[src/rtl/tsqr_r_readback.sv]
`default_nettype none
// ============================================================================
// Module   : tsqr_r_readback
// Brief    : Reads the TSQR triangular result (R) rows over DMA port B after
//            tsqr_fi and streams them out on a valid/ready row interface.
//            Optional lower-triangle masking: define TSQR_RB_TRI_MASK_EN.
// Revision : 1.0 - initial release
// ============================================================================
module tsqr_r_readback #(
    parameter int RAM_WIDTH      = 256,
    parameter int ELEM_W         = 64,
    parameter int MATRIX_WIDTH   = 4,
    parameter int RAM_ADDR_WIDTH = 8,
    parameter int MEM_NO         = 2,
    parameter int MEM_SEL        = 0,
    parameter int BASE_ADDR      = 0,
    parameter int RD_LAT         = 1
) (
    input  logic                            clk,
    input  logic                            rst,
    input  logic                            tsqr_fi,
    output logic [MEM_NO-1:0]               dma_mem_enb,
    output logic [RAM_ADDR_WIDTH-1:0]       dma_mem_addrb,
    input  logic [RAM_WIDTH-1:0]            dma_mem_doutb,
    output logic                            r_valid,
    input  logic                            r_ready,
    output logic [RAM_WIDTH-1:0]            r_data,
    output logic [$clog2(MATRIX_WIDTH)-1:0] r_row,
    output logic                            r_last,
    output logic                            busy,
    output logic                            done,
    output logic                            err_overrun
);

    localparam int C_FIFO_DEPTH = RD_LAT + 1;
    localparam int C_PTR_W      = $clog2(C_FIFO_DEPTH);
    localparam int C_CNT_W      = $clog2(C_FIFO_DEPTH + 1);
    localparam int C_ROW_W      = $clog2(MATRIX_WIDTH);
    localparam int C_ISS_W      = $clog2(MATRIX_WIDTH + 1);

    typedef enum logic [1:0] {
        S_IDLE  = 2'd0,
        S_READ  = 2'd1,
        S_DRAIN = 2'd2,
        S_DONE  = 2'd3
    } state_t;

    state_t                     r_state;
    state_t                     w_state_nxt;
    logic                       r_fi_d;
    logic                       r_err;
    logic [C_ISS_W-1:0]         r_iss_cnt;
    logic [RAM_ADDR_WIDTH-1:0]  r_addr_hold;
    logic [RD_LAT-1:0]          r_tag_v;
    logic [C_ROW_W-1:0]         r_tag_row [RD_LAT];
    logic [RAM_WIDTH-1:0]       r_fifo_data [C_FIFO_DEPTH];
    logic [C_ROW_W-1:0]         r_fifo_row [C_FIFO_DEPTH];
    logic [C_PTR_W-1:0]         r_wr_ptr;
    logic [C_PTR_W-1:0]         r_rd_ptr;
    logic [C_CNT_W-1:0]         r_fifo_cnt;

    logic                       w_rise;
    logic                       w_issue;
    logic                       w_wr;
    logic                       w_pop;
    logic [C_CNT_W-1:0]         w_in_flight;
    logic [C_CNT_W:0]           w_committed;
    logic [RAM_ADDR_WIDTH-1:0]  w_issue_addr;
    logic [C_ROW_W-1:0]         w_out_row;
    logic [RAM_WIDTH-1:0]       w_out_raw;

    assign w_rise       = tsqr_fi & ~r_fi_d;
    assign w_issue_addr = RAM_ADDR_WIDTH'(BASE_ADDR) + RAM_ADDR_WIDTH'(r_iss_cnt);
    assign w_wr         = r_tag_v[RD_LAT-1];
    assign w_pop        = r_valid & r_ready;

    always_comb begin
        w_in_flight = '0;
        for (int i = 0; i < RD_LAT; i++) begin
            w_in_flight = w_in_flight + C_CNT_W'(r_tag_v[i]);
        end
    end

    // A pop this cycle frees a slot, so back-to-back issue is sustained with r_ready high
    assign w_committed = {1'b0, w_in_flight} + {1'b0, r_fifo_cnt} - (C_CNT_W + 1)'(w_pop);
    assign w_issue     = (r_state == S_READ) && (w_committed < (C_CNT_W + 1)'(C_FIFO_DEPTH));

    always_comb begin
        w_state_nxt = r_state;
        case (r_state)
            S_IDLE:  if (w_rise) w_state_nxt = S_READ;
            S_READ:  if (w_issue && (r_iss_cnt == C_ISS_W'(MATRIX_WIDTH - 1))) w_state_nxt = S_DRAIN;
            S_DRAIN: if (w_pop && r_last) w_state_nxt = S_DONE;
            S_DONE:  w_state_nxt = S_IDLE;
            default: w_state_nxt = S_IDLE;
        endcase
    end

    always_ff @(posedge clk) begin
        if (rst) begin
            r_state     <= S_IDLE;
            r_fi_d      <= 1'b0;
            r_err       <= 1'b0;
            r_iss_cnt   <= '0;
            r_addr_hold <= '0;
            r_tag_v     <= '0;
            r_wr_ptr    <= '0;
            r_rd_ptr    <= '0;
            r_fifo_cnt  <= '0;
            for (int i = 0; i < RD_LAT; i++) begin
                r_tag_row[i] <= '0;
            end
        end else begin
            r_state <= w_state_nxt;
            r_fi_d  <= tsqr_fi;
            r_err   <= w_rise && (r_state != S_IDLE);
            if (r_state != S_READ) begin
                r_iss_cnt <= '0;
            end else if (w_issue) begin
                r_iss_cnt <= r_iss_cnt + C_ISS_W'(1);
            end
            if (w_issue) begin
                r_addr_hold <= w_issue_addr;
            end
            r_tag_v[0]   <= w_issue;
            r_tag_row[0] <= r_iss_cnt[C_ROW_W-1:0];
            for (int i = 1; i < RD_LAT; i++) begin
                r_tag_v[i]   <= r_tag_v[i-1];
                r_tag_row[i] <= r_tag_row[i-1];
            end
            if (w_wr) begin
                r_wr_ptr <= (r_wr_ptr == C_PTR_W'(C_FIFO_DEPTH - 1)) ? '0 : r_wr_ptr + C_PTR_W'(1);
            end
            if (w_pop) begin
                r_rd_ptr <= (r_rd_ptr == C_PTR_W'(C_FIFO_DEPTH - 1)) ? '0 : r_rd_ptr + C_PTR_W'(1);
            end
            case ({w_wr, w_pop})
                2'b10:   r_fifo_cnt <= r_fifo_cnt + C_CNT_W'(1);
                2'b01:   r_fifo_cnt <= r_fifo_cnt - C_CNT_W'(1);
                default: r_fifo_cnt <= r_fifo_cnt;
            endcase
        end
    end

    always_ff @(posedge clk) begin
        if (w_wr) begin
            r_fifo_data[r_wr_ptr] <= dma_mem_doutb;
            r_fifo_row[r_wr_ptr]  <= r_tag_row[RD_LAT-1];
        end
    end

    assign r_valid   = (r_fifo_cnt != '0);
    assign w_out_row = r_valid ? r_fifo_row[r_rd_ptr] : '0;
    assign w_out_raw = r_valid ? r_fifo_data[r_rd_ptr] : '0;
    assign r_row     = w_out_row;
    assign r_last    = r_valid && (w_out_row == C_ROW_W'(MATRIX_WIDTH - 1));

`ifdef TSQR_RB_TRI_MASK_EN
    for (genvar k = 0; k < MATRIX_WIDTH; k++) begin : g_tri_mask
        assign r_data[RAM_WIDTH-1-k*ELEM_W -: ELEM_W] =
            (C_ROW_W'(k) < w_out_row) ? '0 : w_out_raw[RAM_WIDTH-1-k*ELEM_W -: ELEM_W];
    end
`else
    assign r_data = w_out_raw;
`endif

    assign dma_mem_enb   = w_issue ? (MEM_NO'(1) << MEM_SEL) : '0;
    assign dma_mem_addrb = w_issue ? w_issue_addr : r_addr_hold;
    assign busy          = (r_state == S_READ) || (r_state == S_DRAIN);
    assign done          = (r_state == S_DONE);
    assign err_overrun   = r_err;

endmodule
`default_nettype wire
[config.mk]
export PLATFORM = sky130hd
export DESIGN_NAME = tsqr_r_readback
export DESIGN_NICKNAME = d
export VERILOG_FILES = /design/src/rtl/tsqr_r_readback.sv
export SDC_FILE = /design/constraint.sdc
export NUM_CORES = 1
export LEC_CHECK = 0
export CORE_AREA = 2 2 205 207
export CTS_CLUSTER_DIAMETER = 100
export CTS_CLUSTER_SIZE = 10
export DETAILED_ROUTE_END_ITERATION = 7
export DIE_AREA = 0 0 207 209
export DONT_BUFFER_PORTS = 1
export REMOVE_ABC_BUFFERS = 1
export SLEW_MARGIN = 20
export SYNTH_ARGS = -nofsm -noshare
export SYNTH_HDL_FRONTEND = slang
export SYNTH_SLANG_ARGS = --single-unit
[constraint.sdc]
create_clock -name clk -period 15.2 [get_ports clk]
set_input_delay 0.76 -clock clk [delete_from_list [all_inputs] [get_ports clk]]
set_output_delay 0.76 -clock clk [all_outputs]
set_load 0.01 [all_outputs]
==> flow_summary_export.csv, run 1 <==
group,metric,value,unit
clock_tree,cts_resized,0,
logic_synthesis,synth_seq_cells,539,
final_layout,fin_area,22500,um2
setup_path,reg2reg_to,"r_addr_hold[0]",
placement,gp_congestion,0.801,
timing,period_needed,4.26,ns
timing,rsz0062_at_grt,"false",
timing,fmax,235,MHz
setup_path,crit_required,14.44,ns
floorplanning,coreArea,41300,um2
power,total_power,0.00347,W
logic_synthesis,synth_top_cell_by_area,"edfxtp_1",
detailed_routing,vias,9689,
grt,grt_overflow,0,
logic_synthesis,synth.area.top_cells,"edfxtp_1 (76%), mux2i_1 (13%), nor2_1 (4.9%), dfxtp_1 (2.3%), buf_2 (1.2%)",
clock_tree,clk_path_buf_depth,3,
run,max_cap_viol_count,0,
setup_path,worst_path_largest_cell_delay,0.90,ns
clock_tree,post_cts_buffers,0,
clock_tree,cts_tree,"yes",
detailed_routing,vias_per_cell,5.47,
logic_synthesis,ys_async_sr_fraction,0,%
setup_path,cp_num_buf_inv,2,
setup_path,path_cells,"buf_6 > buf_4 > mux2i_1 > nor2_1",
grt,grt_pass1_wl,63.1,mm
logic_synthesis,ys_seq_area_share,78.4,%
floorplanning,io-pin-count,533,
setup_path,critical-path-top-delay-family,"buffers and inverters",
timing,setup_viol,0,
detailed_routing,dr.pass1.iters,5,
setup_path,arrival,3.50,ns
min_path,hp-class,"input pin to flip-flop",
setup_path,worstSetupPathDepth,4,
timing,skew,0.0155,ns
clock_tree,clkTransAtPathRegs,0.05,ns
logic_synthesis,synthTopCellsByCount,"edfxtp_1 (516), nor2_1 (268), mux2i_1 (261)",
clock_tree,ctsHoldBuffers,0,
setup_path,crit_fanout,64,
final_layout,final_cells,1770,
detailed_routing,wl,43.8,mm
clock_tree,htree_levels,2,
grt,antenna_found_initial,1,
power,peakVddDrop,0.125,mV
timing,slew_viol_final,0,
final_layout,nets,1471,
setup_path,reg2reg_setup_slack,12.45,ns
final_layout,final_core_util,54.6,%
logic_synthesis,yosysWarnings,0,
setup_path,start_kind,"flip-flop",
setup_path,critPathKind,"flip-flop to primary output",
logic_synthesis,syn_avg_cell_area,17.1,um2
logic_synthesis,synth-edff-count,516,
grt,grtUsageTotal,19.7,%
timing,relSlewSlack,6.80,%
power,power_density,154,nW/um2
status,status,"complete, no violations",
timing,layout_worst_path_cycle_share,28.0,%
min_path,min_from,"rst",
logic_synthesis,syn-cell-area,20400,um2
floorplanning,start_util,49.3,%
timing,final.setup.tns,0,ns
setup_path,worst-r2r-cell-count,9,
setup_path,worst_path_max_delay_cell,"buf_4",
detailed_routing,route.detailed.drc,0,
detailed_routing,drtAntennaViolNets,0,
clock_tree,clkSinkCount,539,
floorplanning,die-area,43300,um2
floorplanning,rows,75,
timing,report.final.hold_viol_count,0,
clock_tree,root_buffer,"clkbuf_16",
final_layout,fillerInstances,3274,
grt,first_global_vias,9673,
grt,grt_max_degree,226,
final_layout,area_growth,10.6,%
setup_path,r2r_start,"r_fifo_cnt[1]",
clock_tree,clkLatencyLatePin,0.60,ns
clock_tree,cts-buffers-inserted,59,
floorplanning,die_y,209,um
detailed_routing,wl_per_cell,24.8,um
placement,dp_cells,1681,
setup_path,cp-end-kind,"primary output",
placement,io_buffers,0,
logic_synthesis,synthCells,1194,
logic_synthesis,synth-main-ff-cell,"edfxtp_1",
power,leakagePower,6.85,nW
floorplanning,die_width,207,um
logic_synthesis,synth_cell_type_count,33,
logic_synthesis,yosysMostFrequentCell,"edfxtp_1",
setup_path,critPathCapture,"r_data[154]",
placement,hpwl,28.9,mm
detailed_routing,initialDrtViolationCount,577,
placement,placed_area,20900,um2
logic_synthesis,synth.top_cell.area_share,76.1,%
final_layout,drive_gt1_share,7.24,%
timing,worstMarginPinSlew,1.40,ns
registers in the layout (all words and copies together) (netlist names), named ones only:
register / cells
r_fifo_data: 512
r_addr_hold: 8
r_fifo_cnt: 2
r_fi_d: 1
r_rd_ptr: 1
err_overrun: 1
r_iss_cnt: 3
r_state: 2
r_tag_v: 1
r_fifo_row: 4
r_wr_ptr: 1
r_tag_row: 2
how the worst min path moves through the flow:
| stage | endpoint | slack [ns] | cells past startpoint |
|---|---|---|---|
| after CTS | r_tag_row[0][0] | 0.19 | 1 |
| after global placement | err_overrun | 0.40 | 1 |
| final | r_addr_hold[3] | 0.24 | 1 |
| after global routing | r_addr_hold[3] | 0.20 | 1 |
| after detailed placement | err_overrun | 0.41 | 1 |
| after floorplan | err_overrun | 0.39 | 1 |
layout make-up:
| class | instances | area [um2] | share of cell area [%] |
|---|---|---|---|
| flip-flops and latches | 539 | 16000 | 70.8 |
| repair buffers | 14 | 166 | 0.739 |
| clock buffers | 86 | 1620 | 7.19 |
| well taps | 539 | 674 | 2.99 |
| diodes | 2 | 5.00 | 0.0222 |
| inverters | 6 | 22.5 | 0.100 |
| multi-input cells | 584 | 4080 | 18.1 |
layer usage:
layer	track usage (%)	part of all wire, %	up-vias
met5	0	0	-
met4	8.33	3.5	0
met3	9.05	10	83
met2	32.6	50	412
met1	21.9	36	4794
li1	-	-	4400
power by group:
| part | switching (W) | leakage [nW] | internal, W | total [W] |
|---|---|---|---|---|
| Combinational | 0.000301 | 1.21 | 0.000114 | 0.000416 |
| Clock | 0.000508 | 0.781 | 0.000721 | 0.00123 |
| Sequential | 0.0000350 | 4.86 | 0.00180 | 0.00183 |
logic make-up after synthesis:
family	count (synthesis)	synth area share [%]
AOI/OAI and AO/OA	7	0.307
xor gates and xnor gates	5	0.215
adders and majority gates	7	0.467
buffers and inverters	71	1.69
DFF	539	78.4
muxes	264	13.0
other	1	0.0184
and+or+nand+nor	300	5.94
stage by stage:
step | setup slack (ns) | hold slack (ns)
3_5_place_dp | 11.27 | 0.409
4_1_cts | 10.62 | 0.194
6_report | 10.94 | 0.239
3_3_place_gp | 11.24 | 0.403
2_1_floorplan | 2.56 | 0.390
5_1_grt | 10.73 | 0.197
worst register-to-register path, stage by stage, from the launching register on:
cell and delay, ns:
dfxtp_1 0.53, and3b_1 0.24, or2_1 0.14, nand2_1 0.08, fa_1 0.42, xnor2_1 0.20, and3_1 0.18, buf_4 0.25
mux2_2 0.45, nor2b_1 0.16
placed cells by master (no fill, tap or decap), types with 3 or more instances in the layout:
cell	instances
nor2b_2	4
mux2_2	3
ha_1	6
dfxtp_1	22
nor2b_1	13
mux2i_1	261
xnor2_1	4
buf_12	3
inv_1	5
clkbuf_16	61
nor2_1	267
buf_4	9
nand2b_1	4
edfxtp_1	516
clkbuf_1	25
No activity file was read; power rests on OpenSTA's default activity.
==> inputs of run 2 (changes only) <==
==> constraint.sdc (replaced) <==
create_clock -name clk -period 4 [get_ports clk]
set_input_delay 0.2 -clock clk [delete_from_list [all_inputs] [get_ports clk]]
set_output_delay 0.2 -clock clk [all_outputs]
set_load 0.01 [all_outputs]
==> run 2 against run 1 <==
Global-route usage is 0.70 points higher. Combinational power grew to 4.6 times the previous value. Worst setup slack lost 10 ns. Count of clock-buffer cells in the layout is 1 lower. Largest cell class unchanged. Register-to-register slack lost 11 ns. Die area unchanged. Core utilization increased by 6.5 points. Flip-flop and latch count unchanged. Highest routed layer unchanged. First-iteration DRC count up 15%. Clock skew shrank 0.0067 ns.
==> flow_summary_export.csv, run 2 (synthesized netlist as in run 1, its figures left out) <==
group,metric,value,unit
setup_path,reg2reg_setup_slack,1.04,ns
timing,setup_viol,0,
final_layout,reg.largest.list,"r_fifo_data x512, r_addr_hold x8, r_fifo_row x4",
floorplanning,die_y,209,um
detailed_routing,dr.pass1.iters,4,
setup_path,crit_start,"r_fifo_cnt[1]",
timing,setup_ws,0.638,ns
setup_path,crit_required,3.80,ns
timing,worstMarginPinSlew,0.980,ns
setup_path,arrival,3.16,ns
grt,grtUsageTotal,20.4,%
run,max_cap_viol_count,0,
floorplanning,die-area,43300,um2
setup_path,cp-end-kind,"primary output",
clock_tree,cts-buffers-inserted,59,
timing,layout_worst_path_cycle_share,84.0,%
clock_tree,clkTransAtPathRegs,0.06,ns
grt,grt_pass1_wl,67.2,mm
timing,report.final.hold_viol_count,0,
setup_path,critPathKind,"flip-flop to primary output",
clock_tree,clkSinkCount,539,
min_path,hp-class,"input pin to flip-flop",
grt,first_global_vias,11100,
detailed_routing,wl_per_cell,22.3,um
setup_path,start_kind,"flip-flop",
final_layout,area_growth,23.9,%
power,peakVddDrop,0.451,mV
final_layout,nets,1736,
timing,slew_viol_final,0,
clock_tree,cts_tree,"yes",
detailed_routing,drtAntennaViolNets,0,
floorplanning,coreArea,41300,um2
final_layout,drive_gt1_share,6.30,%
detailed_routing,route.detailed.drc,0,
final_layout,largest_reg_flops,512,
timing,rsz0062_at_grt,"false",
detailed_routing,initialDrtViolationCount,665,
timing,fmax,297,MHz
final_layout,final_common_cell,"edfxtp_1",
floorplanning,die_width,207,um
final_layout,fin_area,25200,um2
floorplanning,start_util,49.3,%
timing,final.setup.tns,0,ns
final_layout,largest_register,"r_fifo_data",
placement,placed_area,21000,um2
floorplanning,rows,75,
detailed_routing,wl,45.5,mm
final_layout,mostFrequentLayoutCells,"edfxtp_1 (516), nor2_1 (267), mux2i_1 (261)",
min_path,min_from,"r_ready",
grt,grt_overflow,0,
clock_tree,clkLatencyLatePin,0.58,ns
setup_path,r2r_start,"r_fifo_cnt[1]",
power,power_density,536,nW/um2
setup_path,crit_fanout,8,
timing,skew,0.00874,ns
clock_tree,clk_path_buf_depth,3,
clock_tree,root_buffer,"clkbuf_16",
floorplanning,io-pin-count,533,
power,leakagePower,7.98,nW
timing,period_needed,3.36,ns
clock_tree,htree_levels,2,
status,status,"complete, no violations",
detailed_routing,vias_per_cell,5.32,
grt,antenna_found_initial,6,
placement,gp_congestion,0.795,
placement,hpwl,28.8,mm
timing,relSlewSlack,34.4,%
placement,detailedPlace.worstSlack,1.17,ns
grt,grt_max_degree,141,
placement,io_buffers,0,
clock_tree,post_cts_buffers,0,
detailed_routing,vias,10800,
clock_tree,cts_resized,0,
run 2: cell count changes in the layout (fill, tap and decap cells not counted), sizes merged:
cell | before | now
dlygate4sd3 | 0 | 260
buf | 14 | 19
diode | 2 | 6
clkbuf | 86 | 85
run 2: critical path, cell delays in order, from the launching register on:
cell and delay (ns):
dfxtp_1 0.52, and3b_1 0.25, or2_1 0.15, nand2_1 0.08, fa_1 0.42, xnor2_1 0.22, and3_1 0.49, mux2_2 0.45
run 2: layout make-up:
cell class | instances | area [um2]
diodes | 6 | 15.0
clock buffers | 85 | 1620
fillers | 3043 | 16100
inverters | 6 | 22.5
multi-input cells | 584 | 4080
flip-flops and latches | 539 | 16000
well taps | 539 | 674
repair buffers | 279 | 2860
run 2: report_power, final:
part | switching (W) | total [W] | internal [W]
logic | 0.00127 | 0.00191 | 0.000636
clock network | 0.00194 | 0.00467 | 0.00274
registers | 0.000131 | 0.00694 | 0.00681
total | 0.00334 | 0.0135 | 0.0102
run 2: path summary, 6_finish.rpt:
check	endpoint	cells past startpoint
setup / recovery	dma_mem_addrb[0]	7
hold reg to reg	err_overrun	1
hold / removal	r_fifo_cnt[0]	4
setup reg to reg	r_state[0]	9
run 2: layer usage:
layer | part of all wire (%) | wire, um | track usage, % | vias to the layer above
li1 | - | - | - | 4941
met1 | 38 | 17400 | 24.5 | 5373
met2 | 51 | 23400 | 34.9 | 457
met3 | 7.6 | 3450 | 6.13 | 78
met4 | 2.9 | 1300 | 7.44 | 0
met5 | 0 | 0 | 0 | -
run 2: what timing repair did:
| item | in CTS | in global routing |
|---|---|---|
| hold buffers | 260 | 0 |
| endpoints found under the hold margin | 535 | 0 |
| setup endpoints to repair | 0 | 0 |
run 2: metrics by stage:
step	util [%]	hold WS, ns	instances	power [W]
global route	61.1	0.131	2038	0.0140
finish	61.1	0.123	2038	0.0135
global placement	50.8	0.271	1687	0.00868
floorplan	-	0.266	1129	0.00861
CTS	61.1	0.0833	2032	0.0136
detailed placement	50.8	0.275	1687	0.00871
==> inputs of run 3 (changes only) <==
==> constraint.sdc (replaced) <==
create_clock -name clk -period 3.1 [get_ports clk]
set_input_delay 0.155 -clock clk [delete_from_list [all_inputs] [get_ports clk]]
set_output_delay 0.155 -clock clk [all_outputs]
set_load 0.01 [all_outputs]
==> run 3 against run 2 <==
Count of clock-buffer cells in the layout is 1 lower. Global-route usage up 0.44 points. Hold slack lost 0.016 ns. First-iteration DRC count shrank 11%. Die area did not move.
==> flow_summary_export.csv, run 3 (synthesized netlist as in run 1, its figures left out) <==
group,metric,value,unit
setup_path,worst-r2r-cell-count,8,
timing,slew_viol_final,0,
setup_path,r2r_start,"r_fifo_cnt[0]",
clock_tree,clk_path_buf_depth,3,
timing,relSlewSlack,32.8,%
final_layout,area_growth,24.4,%
placement,io_buffers,0,
timing,report.final.hold_viol_count,0,
power,leakagePower,8.04,nW
grt,antenna_found_initial,4,
placement,placed_area,21100,um2
final_layout,final_common_cell,"edfxtp_1",
placement,detailedPlace.worstSlack,0.479,ns
detailed_routing,drtAntennaViolNets,0,
final_layout,fin_area,25300,um2
floorplanning,die-area,43300,um2
detailed_routing,wl,46.2,mm
timing,skew,0.0148,ns
final_layout,mostFrequentLayoutCells,"edfxtp_1 (516), nor2_1 (267), mux2i_1 (261)",
clock_tree,clkLatencyLatePin,0.59,ns
floorplanning,rows,75,
setup_path,start_kind,"flip-flop",
grt,first_global_vias,11300,
final_layout,drive_gt1_share,7.06,%
floorplanning,io-pin-count,533,
floorplanning,start_util,49.3,%
power,peakVddDrop,0.548,mV
final_layout,largest_register,"r_fifo_data",
placement,hpwl,29.7,mm
min_path,hold-path-endpoint,"r_fifo_cnt[0]",
setup_path,reg2reg_to,"r_addr_hold[1]",
timing,worstMarginPinSlew,1.00,ns
setup_path,worst_path_largest_cell_delay,0.41,ns
clock_tree,htree_levels,2,
clock_tree,clkTransAtPathRegs,0.06,ns
timing,period_needed,2.94,ns
setup_path,crit_required,2.94,ns
clock_tree,cts-buffers-inserted,59,
detailed_routing,vias_per_cell,5.32,
detailed_routing,route.detailed.drc,0,
timing,setup_ws,0.165,ns
setup_path,critPathKind,"flip-flop to primary output",
setup_path,worst_path_max_delay_cell,"fa_1",
grt,grt_overflow,0,
setup_path,cp_num_buf_inv,0,
setup_path,path_cells,"and3b_1 > or2_1 > nand2_1 > fa_1 > xnor2_1 > and3_4 > mux2_2",
min_path,hp-class,"input pin to flip-flop",
detailed_routing,wl_per_cell,22.6,um
timing,fmax,341,MHz
detailed_routing,vias,10900,
final_layout,largest_reg_flops,512,
setup_path,arrival,2.78,ns
run,max_cap_viol_count,0,
floorplanning,coreArea,41300,um2
clock_tree,cts_tree,"yes",
clock_tree,clkSinkCount,539,
setup_path,cp-end-kind,"primary output",
setup_path,reg2reg_setup_slack,0.61,ns
floorplanning,die_width,207,um
min_path,hold_path_depth,4,
detailed_routing,initialDrtViolationCount,594,
final_layout,nets,1746,
setup_path,crit_fanout,6,
min_path,min_from,"r_ready",
final_layout,reg.largest.list,"r_fifo_data x512, r_addr_hold x8, r_fifo_row x4",
grt,grtUsageTotal,20.8,%
timing,layout_worst_path_cycle_share,94.7,%
grt,grt_pass1_wl,68.7,mm
placement,gp_congestion,0.781,
floorplanning,die_y,209,um
clock_tree,root_buffer,"clkbuf_16",
detailed_routing,dr.pass1.iters,4,
power,power_density,690,nW/um2
clock_tree,post_cts_buffers,0,
timing,setup_viol,0,
status,status,"complete, no violations",
grt,grt_max_degree,121,
setup_path,critical-path-top-delay-family,"simple AND/OR/NAND/NOR gates",
timing,rsz0062_at_grt,"false",
run 3: changes by cell type in the layout (fill, tap and decap cells not counted), sizes merged:
cell    before  now
clkbuf      85   84
buf         19   29
diode        6    3
run 3: worst reg2reg max path, stage by stage, from the launching register on:
cell and delay (ns):
dfxtp_1 0.35, and3b_1 0.28, or2_1 0.16, nand2_1 0.09
fa_1 0.41, xnor2_1 0.19, and3_4 0.30, mux2_2 0.40
nor2b_1 0.14
run 3: where the power goes:
part / switching, W / internal (W)
Sequential: 0.000174 / 0.00878
Clock: 0.00251 / 0.00353
Combinational: 0.00164 / 0.000851
run 3: final cells by class:
class / instances / area [um2]
antenna: 3 / 7.51
inverter: 6 / 22.5
fill: 3054 / 16000
multi-input combinational: 584 / 4090
timing repair buffer: 289 / 2970
tap: 539 / 674
clock buffer: 84 / 1610
sequential: 539 / 16000
run 3: per-layer routing:
metal  vias to the layer above  wire (um)  global-route usage [%]
met5                         -         13                       0
met4                         2       1400                    7.49
met3                        89       3510                    6.42
met2                       424      23500                    35.3
met1                      5405      17800                    25.3
li1                       4946          -                       -
run 3: worst max-delay path by stage:
stage | startpoint | cells after the start | end
floorplan | r_tag_v | 1 | r_fifo_data[0][0]
global placement | r_fifo_cnt[0] | 8 | r_addr_hold[2]
detailed placement | r_fifo_cnt[0] | 8 | r_addr_hold[2]
CTS | r_fifo_cnt[0] | 7 | dma_mem_addrb[2]
global route | r_fifo_cnt[0] | 7 | dma_mem_addrb[2]
finish | r_fifo_cnt[0] | 7 | dma_mem_addrb[2]
run 3: stage by stage:
step	utilization (%)	cells	hold WS [ns]	total power, W	setup TNS (ns)
after floorplan	-	1129	0.221	0.0108	-5108.74
after global placement	51.1	1697	0.226	0.0112	0
after detailed placement	51.1	1697	0.230	0.0113	0
after CTS	61.3	2041	0.0620	0.0176	0
after global routing	61.4	2044	0.129	0.0182	0
final	61.4	2044	0.106	0.0175	0
run 3: timing repair:
action / CTS / global route
gates cloned: 0 / 0
hold endpoints to repair: 535 / 0
gates resized for setup: 1 / 2
setup endpoints to repair: 8 / 7
hold buffers: 260 / 0
